--- src/rtl/multicycle_ctrl.sv ---
// Multi-cycle FETCH/DECODE/EXEC/MEM/WB sequencer for the MIPS-subset datapath.
// Traps into a sticky ERR state on illegal instructions or memory handshake timeouts.
module multicycle_ctrl #(
    parameter int TIMEOUT = 16,
    parameter int CNT_W   = 5
) (
    input  logic       clk,
    input  logic       rst,
    input  logic [5:0] op,
    input  logic [5:0] funct,
    input  logic       beqout,
    input  logic       mem_rdy,
    output logic       PCWrite,
    output logic       IRWrite,
    output logic       MemRead,
    output logic       DMWrite,
    output logic       RegWrt,
    output logic [2:0] ALUctr,
    output logic [2:0] npc_sel,
    output logic [1:0] ExtOp,
    output logic [1:0] mux4_5sel,
    output logic [1:0] mux4_32sel,
    output logic       mux2sel,
    output logic       instr_done,
    output logic       err
);

    localparam logic [2:0] S_FETCH  = 3'd0;
    localparam logic [2:0] S_DECODE = 3'd1;
    localparam logic [2:0] S_EXEC   = 3'd2;
    localparam logic [2:0] S_MEM    = 3'd3;
    localparam logic [2:0] S_WB     = 3'd4;
    localparam logic [2:0] S_ERR    = 3'd7;

    localparam int N_CLS = 9;

    localparam logic [3:0] C_ADD   = 4'd0;
    localparam logic [3:0] C_SUB   = 4'd1;
    localparam logic [3:0] C_ADDIU = 4'd2;
    localparam logic [3:0] C_LW    = 4'd3;
    localparam logic [3:0] C_SW    = 4'd4;
    localparam logic [3:0] C_BEQ   = 4'd5;
    localparam logic [3:0] C_LUI   = 4'd6;
    localparam logic [3:0] C_J     = 4'd7;
    localparam logic [3:0] C_JR    = 4'd8;

    // Decode table, one 6-bit slot per class, class 0 in the low slot.
    localparam logic [N_CLS*6-1:0] OP_TBL = {
        6'h00, 6'h02, 6'h0f, 6'h04, 6'h2b, 6'h23, 6'h09, 6'h00, 6'h00
    };
    localparam logic [N_CLS*6-1:0] FN_TBL = {
        6'h08, 6'h00, 6'h00, 6'h00, 6'h00, 6'h00, 6'h00, 6'h22, 6'h20
    };
    localparam logic [N_CLS-1:0] FN_USED = 9'b1_0000_0011;

    logic [2:0]       state_reg, state_next;
    logic [3:0]       class_reg, class_next;
    logic [CNT_W-1:0] cnt_reg, cnt_next;

    logic [N_CLS-1:0] dec_hit;
    logic [3:0]       dec_class;
    logic             dec_legal;
    logic             timeout_hit;

    logic [2:0] cls_alu;
    logic [1:0] cls_ext;
    logic [1:0] cls_m5;
    logic [1:0] cls_m32;
    logic       cls_m2;

    genvar gi;
    generate
        for (gi = 0; gi < N_CLS; gi++) begin : g_dec
            assign dec_hit[gi] = (op == OP_TBL[gi*6 +: 6]) &&
                                 (!FN_USED[gi] || (funct == FN_TBL[gi*6 +: 6]));
        end
    endgenerate

    always_comb begin
        dec_class = 4'd0;
        for (int i = 0; i < N_CLS; i++) begin
            if (dec_hit[i]) begin
                dec_class = 4'(i);
            end
        end
    end

    assign dec_legal   = |dec_hit;
    assign timeout_hit = (cnt_reg == CNT_W'(TIMEOUT - 1));

    always_comb begin
        state_next = state_reg;
        class_next = class_reg;
        case (state_reg)
            S_FETCH: begin
                if (mem_rdy) begin
                    state_next = S_DECODE;
                end else if (timeout_hit) begin
                    state_next = S_ERR;
                end
            end
            S_DECODE: begin
                if (dec_legal) begin
                    class_next = dec_class;
                    state_next = S_EXEC;
                end else begin
                    state_next = S_ERR;
                end
            end
            S_EXEC: begin
                if (class_reg == C_LW || class_reg == C_SW) begin
                    state_next = S_MEM;
                end else if (class_reg == C_BEQ || class_reg == C_J || class_reg == C_JR) begin
                    state_next = S_FETCH;
                end else begin
                    state_next = S_WB;
                end
            end
            S_MEM: begin
                if (mem_rdy) begin
                    state_next = (class_reg == C_LW) ? S_WB : S_FETCH;
                end else if (timeout_hit) begin
                    state_next = S_ERR;
                end
            end
            S_WB:    state_next = S_FETCH;
            S_ERR:   state_next = S_ERR;
            default: state_next = S_ERR;
        endcase
    end

    // The wait counter only runs while parked on the memory handshake.
    always_comb begin
        cnt_next = cnt_reg;
        if (state_next != state_reg) begin
            cnt_next = '0;
        end else if ((state_reg == S_FETCH || state_reg == S_MEM) && !mem_rdy) begin
            cnt_next = cnt_reg + CNT_W'(1);
        end
    end

    always_ff @(posedge clk) begin
        if (rst) begin
            state_reg <= S_FETCH;
            class_reg <= 4'd0;
            cnt_reg   <= '0;
        end else begin
            state_reg <= state_next;
            class_reg <= class_next;
            cnt_reg   <= cnt_next;
        end
    end

    always_comb begin
        cls_alu = 3'b000;
        cls_ext = 2'b00;
        cls_m5  = 2'b00;
        cls_m32 = 2'b10;
        cls_m2  = 1'b0;
        case (class_reg)
            C_ADD:   begin cls_alu = 3'b001; cls_m5 = 2'b01; cls_m32 = 2'b00; end
            C_SUB:   begin cls_alu = 3'b010; cls_m5 = 2'b01; cls_m32 = 2'b00; end
            C_ADDIU: begin cls_alu = 3'b001; cls_ext = 2'b10; cls_m32 = 2'b00; cls_m2 = 1'b1; end
            C_LW:    begin cls_alu = 3'b001; cls_ext = 2'b10; cls_m32 = 2'b01; cls_m2 = 1'b1; end
            C_SW:    begin cls_alu = 3'b001; cls_ext = 2'b10; cls_m2 = 1'b1; end
            C_BEQ:   begin cls_alu = 3'b010; cls_ext = 2'b10; end
            C_LUI:   begin cls_m32 = 2'b11; end
            default: begin end
        endcase
    end

    // Everything is forced low while rst is high so nothing leaks out of a reset cycle.
    always_comb begin
        PCWrite    = 1'b0;
        IRWrite    = 1'b0;
        MemRead    = 1'b0;
        DMWrite    = 1'b0;
        RegWrt     = 1'b0;
        ALUctr     = 3'b000;
        npc_sel    = 3'b000;
        ExtOp      = 2'b00;
        mux4_5sel  = 2'b00;
        mux4_32sel = 2'b00;
        mux2sel    = 1'b0;
        err        = 1'b0;
        if (!rst) begin
            if (state_reg == S_EXEC || state_reg == S_MEM || state_reg == S_WB) begin
                ALUctr     = cls_alu;
                ExtOp      = cls_ext;
                mux4_5sel  = cls_m5;
                mux4_32sel = cls_m32;
                mux2sel    = cls_m2;
            end
            case (state_reg)
                S_FETCH: begin
                    MemRead = 1'b1;
                    IRWrite = mem_rdy;
                end
                S_EXEC: begin
                    case (class_reg)
                        C_BEQ: begin PCWrite = 1'b1; npc_sel = beqout ? 3'b011 : 3'b000; end
                        C_J:   begin PCWrite = 1'b1; npc_sel = 3'b001; end
                        C_JR:  begin PCWrite = 1'b1; npc_sel = 3'b100; end
                        default: begin end
                    endcase
                end
                S_MEM: begin
                    if (class_reg == C_LW) begin
                        MemRead = 1'b1;
                    end else if (class_reg == C_SW) begin
                        DMWrite = 1'b1;
                        PCWrite = mem_rdy;
                    end
                end
                S_WB: begin
                    RegWrt  = 1'b1;
                    PCWrite = 1'b1;
                end
                S_ERR:   err = 1'b1;
                default: begin end
            endcase
        end
        instr_done = PCWrite;
    end

endmodule

--- config.mk ---
export PLATFORM = sky130hd
export DESIGN_NAME = multicycle_ctrl
export DESIGN_NICKNAME = d
export VERILOG_FILES = /design/src/rtl/multicycle_ctrl.sv
export SDC_FILE = /design/constraint.sdc
export NUM_CORES = 1
export LEC_CHECK = 0
export CELL_PAD_IN_SITES_DETAIL_PLACEMENT = 1
export CELL_PAD_IN_SITES_GLOBAL_PLACEMENT = 1
export CORE_MARGIN = 4
export CORE_UTILIZATION = 33
export DETAILED_ROUTE_END_ITERATION = 6
export GPL_TIMING_DRIVEN = 0
export HOLD_SLACK_MARGIN = 0.12
export PLACE_DENSITY = 0.85
export SYNTH_ARGS = -nofsm -noshare
export SYNTH_HDL_FRONTEND = slang
export SYNTH_SLANG_ARGS = --single-unit
--- constraint.sdc ---
create_clock -name clk -period 3 [get_ports clk]
set_input_delay 0.75 -clock clk [delete_from_list [all_inputs] [get_ports clk]]
set_output_delay 0.75 -clock clk [all_outputs]
set_load 0.005 [all_outputs]
# After elaboration in Yosys (flattened, before gate mapping)
# Index checks and enable logic that the tools add are counted.
# Widths: inputs -> output; s select.
[word_totals]
regBits = 12
latch_bits = 0
mem_bits_rw = 0
romBits = 0
input_bits = 16
output_inout_bits = 20
n_memories = 0
[op_classes]
add_sub_neg = 1
n_mul = 0
div = 0
order_cmp = 0
eq_ne = 24
shift = 0
mux = 53
bitwise = 0
n_reduce_logical = 24
[op_table]
columns = ["cell", "count"]
rows = [
  ["$mux 3", 15],
  ["$eq 6x6->1 const B", 4],
  ["$mux 1", 21],
  ["$mux 2", 10],
  ["$eq 6x4->1 const B", 3],
  ["$eq 4x3->1 const B", 4],
  ["$pmux 3 s5", 1],
  ["$pmux 3 s3", 1],
  ["$reduce_or 3->1", 3],
  ["$reduce_or 9->1", 1],
  ["$eq 4x2->1 const B", 2],
  ["$reduce_or 4->1", 2],
  ["$eq 3x2->1 const B", 2],
  ["$eq 3x3->1 const B", 2],
  ["$eq 6x2->1 const B", 1],
  ["$eq 6x3->1 const B", 1],
  ["$logic_not 6->1", 1],
  ["$logic_or 1x1->1", 6],
  ["$pmux 2 s3", 1],
  ["$reduce_or 2->1", 3],
  ["$add 5x1->5 const B", 1],
  ["$eq 5x4->1 const B", 1],
  ["$eq 4x1->1 const B", 1],
  ["$eq 4x4->1 const B", 1],
  ["11 further kinds", 14],
]

# Longest topological paths before layout
# Gate-level depths: netlist (run 1).
[logic_depth]
word_depth = 10
depth_mapped = 8
depth_no_buf = 8

# Worst setup path before layout (run 1)
# No wires, ideal clock.
[synth_timing]
path_kind = "flip-flop to output port"
startpoint = "register class_reg[1]"
endpoint = "output instr_done"
arrival_time_ps = 1691
t_required_ps = 2250
path_slack_ps = 559
stages_incl_launch_ff = 7
path_buffers = 2
cell_sequence = "dfxtp_1 -> clkbuf_1 -> or3b_1 -> or4_1 -> o22ai_1 -> and2_1 -> buf_4"
[synth_between]
elab_chain_cells = 5
elab_cells_between_ends = 11
cone_classes = "eq/ne: 5; mux: 5; reduce/logical: 1"
[synth_rtl]
columns = ["element", "line_no", "source"]
rows = [
  ["from (decl)", "57", "logic [3:0] class_reg, class_next;"],
  ["from (signal assigned)", "149", "class_reg <= class_next;"],
  ["$eq 4x3->1, or another cell as far along", "200", "case (class_reg)"],
  ["$reduce_or 3->1 (no line) / $mux 1 (equally long branches)", "n/a", ""],
  ["$mux 1 (on tied branches)", "200, 208", ""],
  ["$pmux 1 s3 (*)", "194", "case (state_reg)"],
  ["$mux 1 (*)", "186", "if (!rst) begin"],
  ["to (decl)", "24", "output logic instr_done,"],
]
# Mark *: on every way between the ends. The rest lies on a longest branch, timed or not.

# Worst setup path after layout (run 1)
[layout_timing]
startpoint = "input rst"
endpoint = "output RegWrt"
[layout_between]
elab_chain_cells = 1
[layout_rtl]
columns = ["element", "line_no", "source"]
rows = [
  ["from (decl)", "8", "input logic rst,"],
  ["$mux 1", "186", ""],
  ["to (decl)", "17", "output logic RegWrt,"],
]
# No other way between the ends.

==> results of run 1 <==
## final timing paths
kind,start,slack [ns],endpoint
worst max-delay path,rst,0.07,RegWrt
worst min-delay path,cnt_reg[2],0.55,cnt_reg[2]
worst max register to register,class_reg[3],1.05,cnt_reg[4]
worst min register to register,cnt_reg[2],0.55,cnt_reg[2]
## cell type report
class | instances | area, um^2 | area share
Buffer | 16 | 113 | 0.0702
Inverter | 3 | 11.3 | 0.00702
Sequential cell | 12 | 243 | 0.151
Timing Repair Buffer | 26 | 249 | 0.155
Tap cell | 46 | 57.6 | 0.0359
Clock buffer | 4 | 36.3 | 0.0226
Multi-Input combinational cell | 130 | 895 | 0.558
## synthesized netlist by cell type, drive strengths merged (2+ instances only)
| library cell | number |
|---|---|
| nor3 | 5 |
| a211oi | 3 |
| nand3b | 4 |
| o22ai | 2 |
| dfxtp | 12 |
| o21ai | 5 |
| nor4 | 3 |
| or4 | 2 |
| mux2 | 2 |
| and4bb | 2 |
| or3b | 3 |
| or2 | 2 |
| ha | 2 |
| a21oi | 10 |
| nor4b | 3 |
| buf | 8 |
| o21a | 2 |
| nor2 | 23 |
| nand2b | 6 |
| xor2 | 5 |
| nand4 | 2 |
| nand4bb | 2 |
| nand2 | 8 |
| nor2b | 7 |
| a22o | 2 |
| and3 | 2 |
| or3 | 3 |
| clkbuf | 9 |
| o2111ai | 2 |
| inv | 3 |
| nor3b | 4 |
## power groups by stage
stage                     clock network, mW  logic (mW)  registers [mW]
after floorplan                           0       0.254           0.198
after global placement                    0       0.354           0.204
after detailed placement                  0       0.374           0.205
after CTS                             0.129       0.358           0.219
after global routing                  0.135       0.408           0.227
final                                 0.125       0.372           0.222
## routing by layer
layer | global-route usage | vias to the layer above
met4 | 0.0223 | 0
met2 | 0.303 | 28
met3 | 0.00821 | 2
li1 | - | 636
met5 | 0 | -
met1 | 0.199 | 599
## per-stage QoR
| stage | cells | setup WS [ns] | power, mW | instance area, um^2 |
|---|---|---|---|---|
| after floorplan | 162 | 0.559 | 0.452 | 1200 |
| after global placement | 234 | -0.299 | 0.558 | 1520 |
| after detailed placement | 234 | -0.338 | 0.580 | 1520 |
| after CTS | 237 | 0.0146 | 0.706 | 1580 |
| after global routing | 237 | 0.00675 | 0.770 | 1600 |
| final | 237 | 0.0687 | 0.719 | 1600 |
## tightest hold or removal path: cells and delay by family, from the launching register on
kind / cells / cell delay [ns]
XOR/XNOR: 1 / 0.08
flip-flops: 1 / 0.36
AND/OR/NAND/NOR: 1 / 0.08
## cell families (layout without fill, tap and decap cells)
group           Yosys count  count (layout)
xor+xnor                  6               6
flops                    12              12
buf+inv                  20              49
compound gates           32              32
fa+ha+maj                 2               2
mux                       3               3
other cells               1               3
simple gates             84              84
## what timing repair did
action	in CTS	in global routing
resized for setup	29	12
hold buffers	0	0
pin swaps	0	3
endpoints found under the setup margin	17	6
==> impl_metrics.tcl, run 1 <==
set metrics [dict create \
    status "finished clean" \
    place.gp.congestion 0.837 \
    first_global_vias 1315 \
    synthMuxAreaShare 0.0273 \
    grt_use_total 0.159 \
    clock_skew_ns 0.00722 \
    max_slew_margin 0.666 \
    die_w_um 68.0 \
    combPwrFrac 0.517 \
    synth_top_family_by_area "simple AND/OR/NAND/NOR gates" \
    rows 21 \
    synth-compound-area-share 0.188 \
    cp_common_cell "clkdlybuf4s50_1" \
    p_leak_nw 0.671 \
    yosysSeqAreaShare 0.202 \
    yosys.area_share.xor_xnor 0.0442 \
    slowest_delay_ns 0.51 \
    place_hpwl_um 2760 \
    synth_top_area_share 0.202 \
    htree_levels 1 \
    wl_met1_um 1570 \
    layout_commonest_cell "nor2_1" \
    p_int_mw 0.417 \
    tritoncts "done" \
    synth-adder-area-share 0.0210 \
    dieArea_um2 4630 \
    crit_chain "clkdlybuf4s50_1 -> clkbuf_8 -> nand2b_1 -> nor2_1 -> clkdlybuf4s50_1" \
    endpoint_kind "output port" \
    whs_path_depth 2 \
    die_h_um 68.0 \
    synth_edf_count 0 \
    fin_crit_ns 2.93 \
    finalCoreUtilization 0.470 \
    timing.hold.ws_ns 0.554 \
    ys_warn_count 0 \
    yosysUniqueCellTypes 50 \
    drt-initial-drc-count 91 \
    highest_layer "met4" \
    io_buffers 26 \
    fin_crit_sh 0.977 \
    worst_ep_arrival_time_ns 2.18 \
    layout.nets 210 \
    mostFrequentLayoutCells "nor2_1, clkdlybuf4s50_1, dlygate4sd2_1" \
    synthArstFlopShare 0 \
    syn_to_final_growth_pct 34.8 \
    drive_gt1_frac 0.230 \
    power_frac_seq 0.309 \
    tightestPinTransition_ns 0.489 \
    wl_met2_um 1830 \
    drt-pass1-iter-count 4 \
    synthSimpleGateAreaFrac 0.429 \
    globalRouteOverflowTotal 0 \
    viasPerCell 5.34 \
    rr_worst_depth 5 \
    avgSynthCellArea_um2 7.44 \
    cts_buffer_depth 2 \
    clock_sinks 12 \
    synth_area_leader_cell "dfxtp_1" \
    ios 36 \
    clkLatencyLatePin_ns 0.26 \
    slew_violations 0 \
    ir_worst_vdd_mv 0.178 \
    cts_root_buf "clkbuf_4" \
    rsz0062_at_grt "no" \
    fmax_mhz 341 \
    min_path_type "flip-flop to flip-flop" \
    routedWlPerCell_um 15.0 \
    clkPwrFrac 0.173 \
    netlist_area_um2 1190 \
    grt_pass1_wl_um 5950 \
    crit_path_start_kind "input port" \
    switching_share 0.420 \
    cp_max_fo 10 \
    numCtsBuffers 3 \
    grt_max_degree 11 \
    drc 0 \
    hold_viol 0 \
    cp_slowest_cell "clkdlybuf4s50_1" \
    power.density_nw_per_um2 448 \
    met3WireLength_um 143 \
    p_sw_mw 0.302 \
    worstPathRequired_ns 2.25 \
    tns_ns 0 \
    start_util 0.348 \
    core_area_um2 3420 \
    post-cts-setup-buffer-count 0 \
    setup_viol 0 \
    diodes 0 \
    synth_top_flop_cell "dfxtp_1" \
    largest_reg_flops 5 \
    vias 1265 \
    crit_type "input port to output port" \
    maxCapViolations 0 \
    cpLargestDelayFamily "buffers and inverters" \
    drtAntennaViolNets 0 \
    wirelength_um 3560 \
    path_clk_slew_ns 0.08 \
    antenna_found_initial 0 \
    synthTopCellsByArea "dfxtp_1, nor2_1, a21oi_1, nor2b_1, xor2_1" \
    ys_ff_latch 12 \
    postSynthCellCount 160 \
    cp.depth 5 \
    path_buf_inv 3 \
    fillers 444 \
]
Power figures use the tool's default switching activity.
==> run 2, diff against run 1 <==
--- a/config.mk
+++ b/config.mk
@@ -8,11 +8,11 @@
 export CELL_PAD_IN_SITES_DETAIL_PLACEMENT = 1
 export CELL_PAD_IN_SITES_GLOBAL_PLACEMENT = 1
 export CORE_MARGIN = 4
-export CORE_UTILIZATION = 33
+export CORE_UTILIZATION = 30
 export DETAILED_ROUTE_END_ITERATION = 6
 export GPL_TIMING_DRIVEN = 0
 export HOLD_SLACK_MARGIN = 0.12
-export PLACE_DENSITY = 0.85
+export PLACE_DENSITY = 0.82
 export SYNTH_ARGS = -nofsm -noshare
 export SYNTH_HDL_FRONTEND = slang
 export SYNTH_SLANG_ARGS = --single-unit
==> constraint.sdc (replaced) <==
create_clock -name clk -period 2.45 [get_ports clk]
set_input_delay 0.6125 -clock clk [delete_from_list [all_inputs] [get_ports clk]]
set_output_delay 0.6125 -clock clk [all_outputs]
set_load 0.005 [all_outputs]
==> run 2 against run 1 <==
Against the previous run:
- the run now ends with setup timing left
- setup slack worse by 0.28 ns
- utilization is 0.10 points lower
- non-clock buffer count is 10 higher
- worst hold slack worse by 0.027 ns
- via count is 5.7% higher
==> impl_metrics.tcl, run 2 (same netlist as run 1, synthesis figures left out) <==
set metrics [dict create \
    status "complete, but fails checks" \
    violations "setup timing" \
    final_cell_area_um2 1750 \
    first_global_vias 1335 \
    core_area_um2 3740 \
    place_area_um2 1520 \
    grt_max_degree 11 \
    fillers 469 \
    fin_crit_sh 1.09 \
    totalPowerFinal_mw 1.02 \
    setup_ws_ns -0.213 \
    clock_sinks 12 \
    cp_max_fo 9 \
    cpLargestDelayFamily "simple AND/OR/NAND/NOR gates" \
    place.gp.congestion 0.788 \
    antenna_found_initial 0 \
    drt-pass1-iter-count 4 \
    worst_ep_arrival_time_ns 2.05 \
    die_w_um 71.0 \
    crit_type "flip-flop to output port" \
    drtAntennaViolNets 0 \
    path_clk_slew_ns 0.06 \
    diodes 0 \
    tritoncts "done" \
    crit_chain "or4b_4 -> a21oi_1 -> a21oi_1 -> o22ai_2 -> and2_4 -> buf_6 -> buf_6" \
    drive_gt1_frac 0.328 \
    cp_slowest_cell "or4b_4" \
    slew_violations 0 \
    cts_root_buf "clkbuf_8" \
    cts_buffer_depth 2 \
    rsz0062_at_grt "yes" \
    dieArea_um2 5040 \
    crit_path_start_kind "flip-flop" \
    grt_pass1_wl_um 6190 \
    rows 22 \
    fmax_mhz 376 \
    globalRouteOverflowTotal 0 \
    layout_commonest_cell "nor2_1" \
    instances_no_fill 249 \
    vias 1337 \
    dp_cells 236 \
    routedWlPerCell_um 15.5 \
    power.density_nw_per_um2 580 \
    grt_use_total 0.148 \
    largest_reg_flops 5 \
    tightestPinTransition_ns 0.541 \
    timing.hold.ws_ns 0.527 \
    numCtsBuffers 3 \
    postCtsHoldBufs 0 \
    layout.nets 220 \
    p_leak_nw 0.728 \
    setup_viol 3 \
    slowest_delay_ns 0.54 \
    regArea_um2 246 \
    drc 0 \
    endpoint_kind "output port" \
    path_buf_inv 2 \
    mostFrequentLayoutCells "nor2_1, buf_4, a21oi_1, dlygate4sd2_1, clkdlybuf4s50_1" \
    ios 36 \
    hold_viol 0 \
    max_slew_margin 0.630 \
    die_h_um 71.0 \
    maxCapViolations 0 \
    worstPathRequired_ns 1.84 \
    min_path_type "flip-flop to flip-flop" \
    syn_to_final_growth_pct 47.4 \
    viasPerCell 5.37 \
    drt-initial-drc-count 69 \
    start_util 0.318 \
    io_buffers 26 \
    clock_skew_ns 0.00434 \
    wirelength_um 3860 \
    clkLatencyLatePin_ns 0.24 \
    tns_ns -0.371 \
    fin_crit_ns 2.66 \
    multiInputGateArea_um2 940 \
    htree_levels 1 \
    place_hpwl_um 2500 \
    ir_worst_vdd_mv 0.206 \
]
## run 2: area by class of cell
| type | instances | share of cell area |
|---|---|---|
| multi-input combinational | 130 | 0.536 |
| timing repair buffer | 38 | 0.195 |
| clock buffer | 4 | 0.0314 |
| tap | 48 | 0.0342 |
| buffer | 14 | 0.0571 |
| inverter | 3 | 0.00642 |
| sequential | 12 | 0.141 |
## run 2: final timing paths
check	startpoint	end	slack [ns]	depth (start not counted)
hold reg to reg	cnt_reg[3]	cnt_reg[3]	0.53	2
setup / recovery	class_reg[3]	instr_done	-0.21	7
setup reg to reg	class_reg[1]	cnt_reg[4]	0.38	8
hold / removal	cnt_reg[3]	cnt_reg[3]	0.53	2
## run 2: layer usage
layer  track usage  vias to the layer above  routed length, um
li1              -                      652                  -
met1         0.185                      636               1760
met2         0.253                       39               1850
met3        0.0170                       10                172
met4        0.0626                        0                 68
met5             0                        -                  0
## run 2: worst min-delay path: cells and delay by family (launching register included)
family,cells,cell delay [ns]
flops,1,0.35
xor+xnor,1,0.08
simple gates,1,0.07
## run 2: per-stage QoR
stage / util / setup WS [ns]
2_1_floorplan: - / 0.147
3_3_place_gp: 0.405 / -0.605
3_5_place_dp: 0.405 / -0.605
4_1_cts: 0.454 / -0.219
5_1_grt: 0.469 / -0.277
6_report: 0.469 / -0.213
## run 2: report_power, final
part | internal [mW] | switching (mW)
clock network | 0.142 | 0.0759
registers | 0.226 | 0.0559
logic | 0.228 | 0.290
## run 2: timing repair
item / CTS / global route
setup endpoints to repair: 17 / 14
pin swaps: 4 / 8
hold endpoints to repair: 0 / 0
setup buffers: 10 / 2
gates resized for setup: 56 / 21
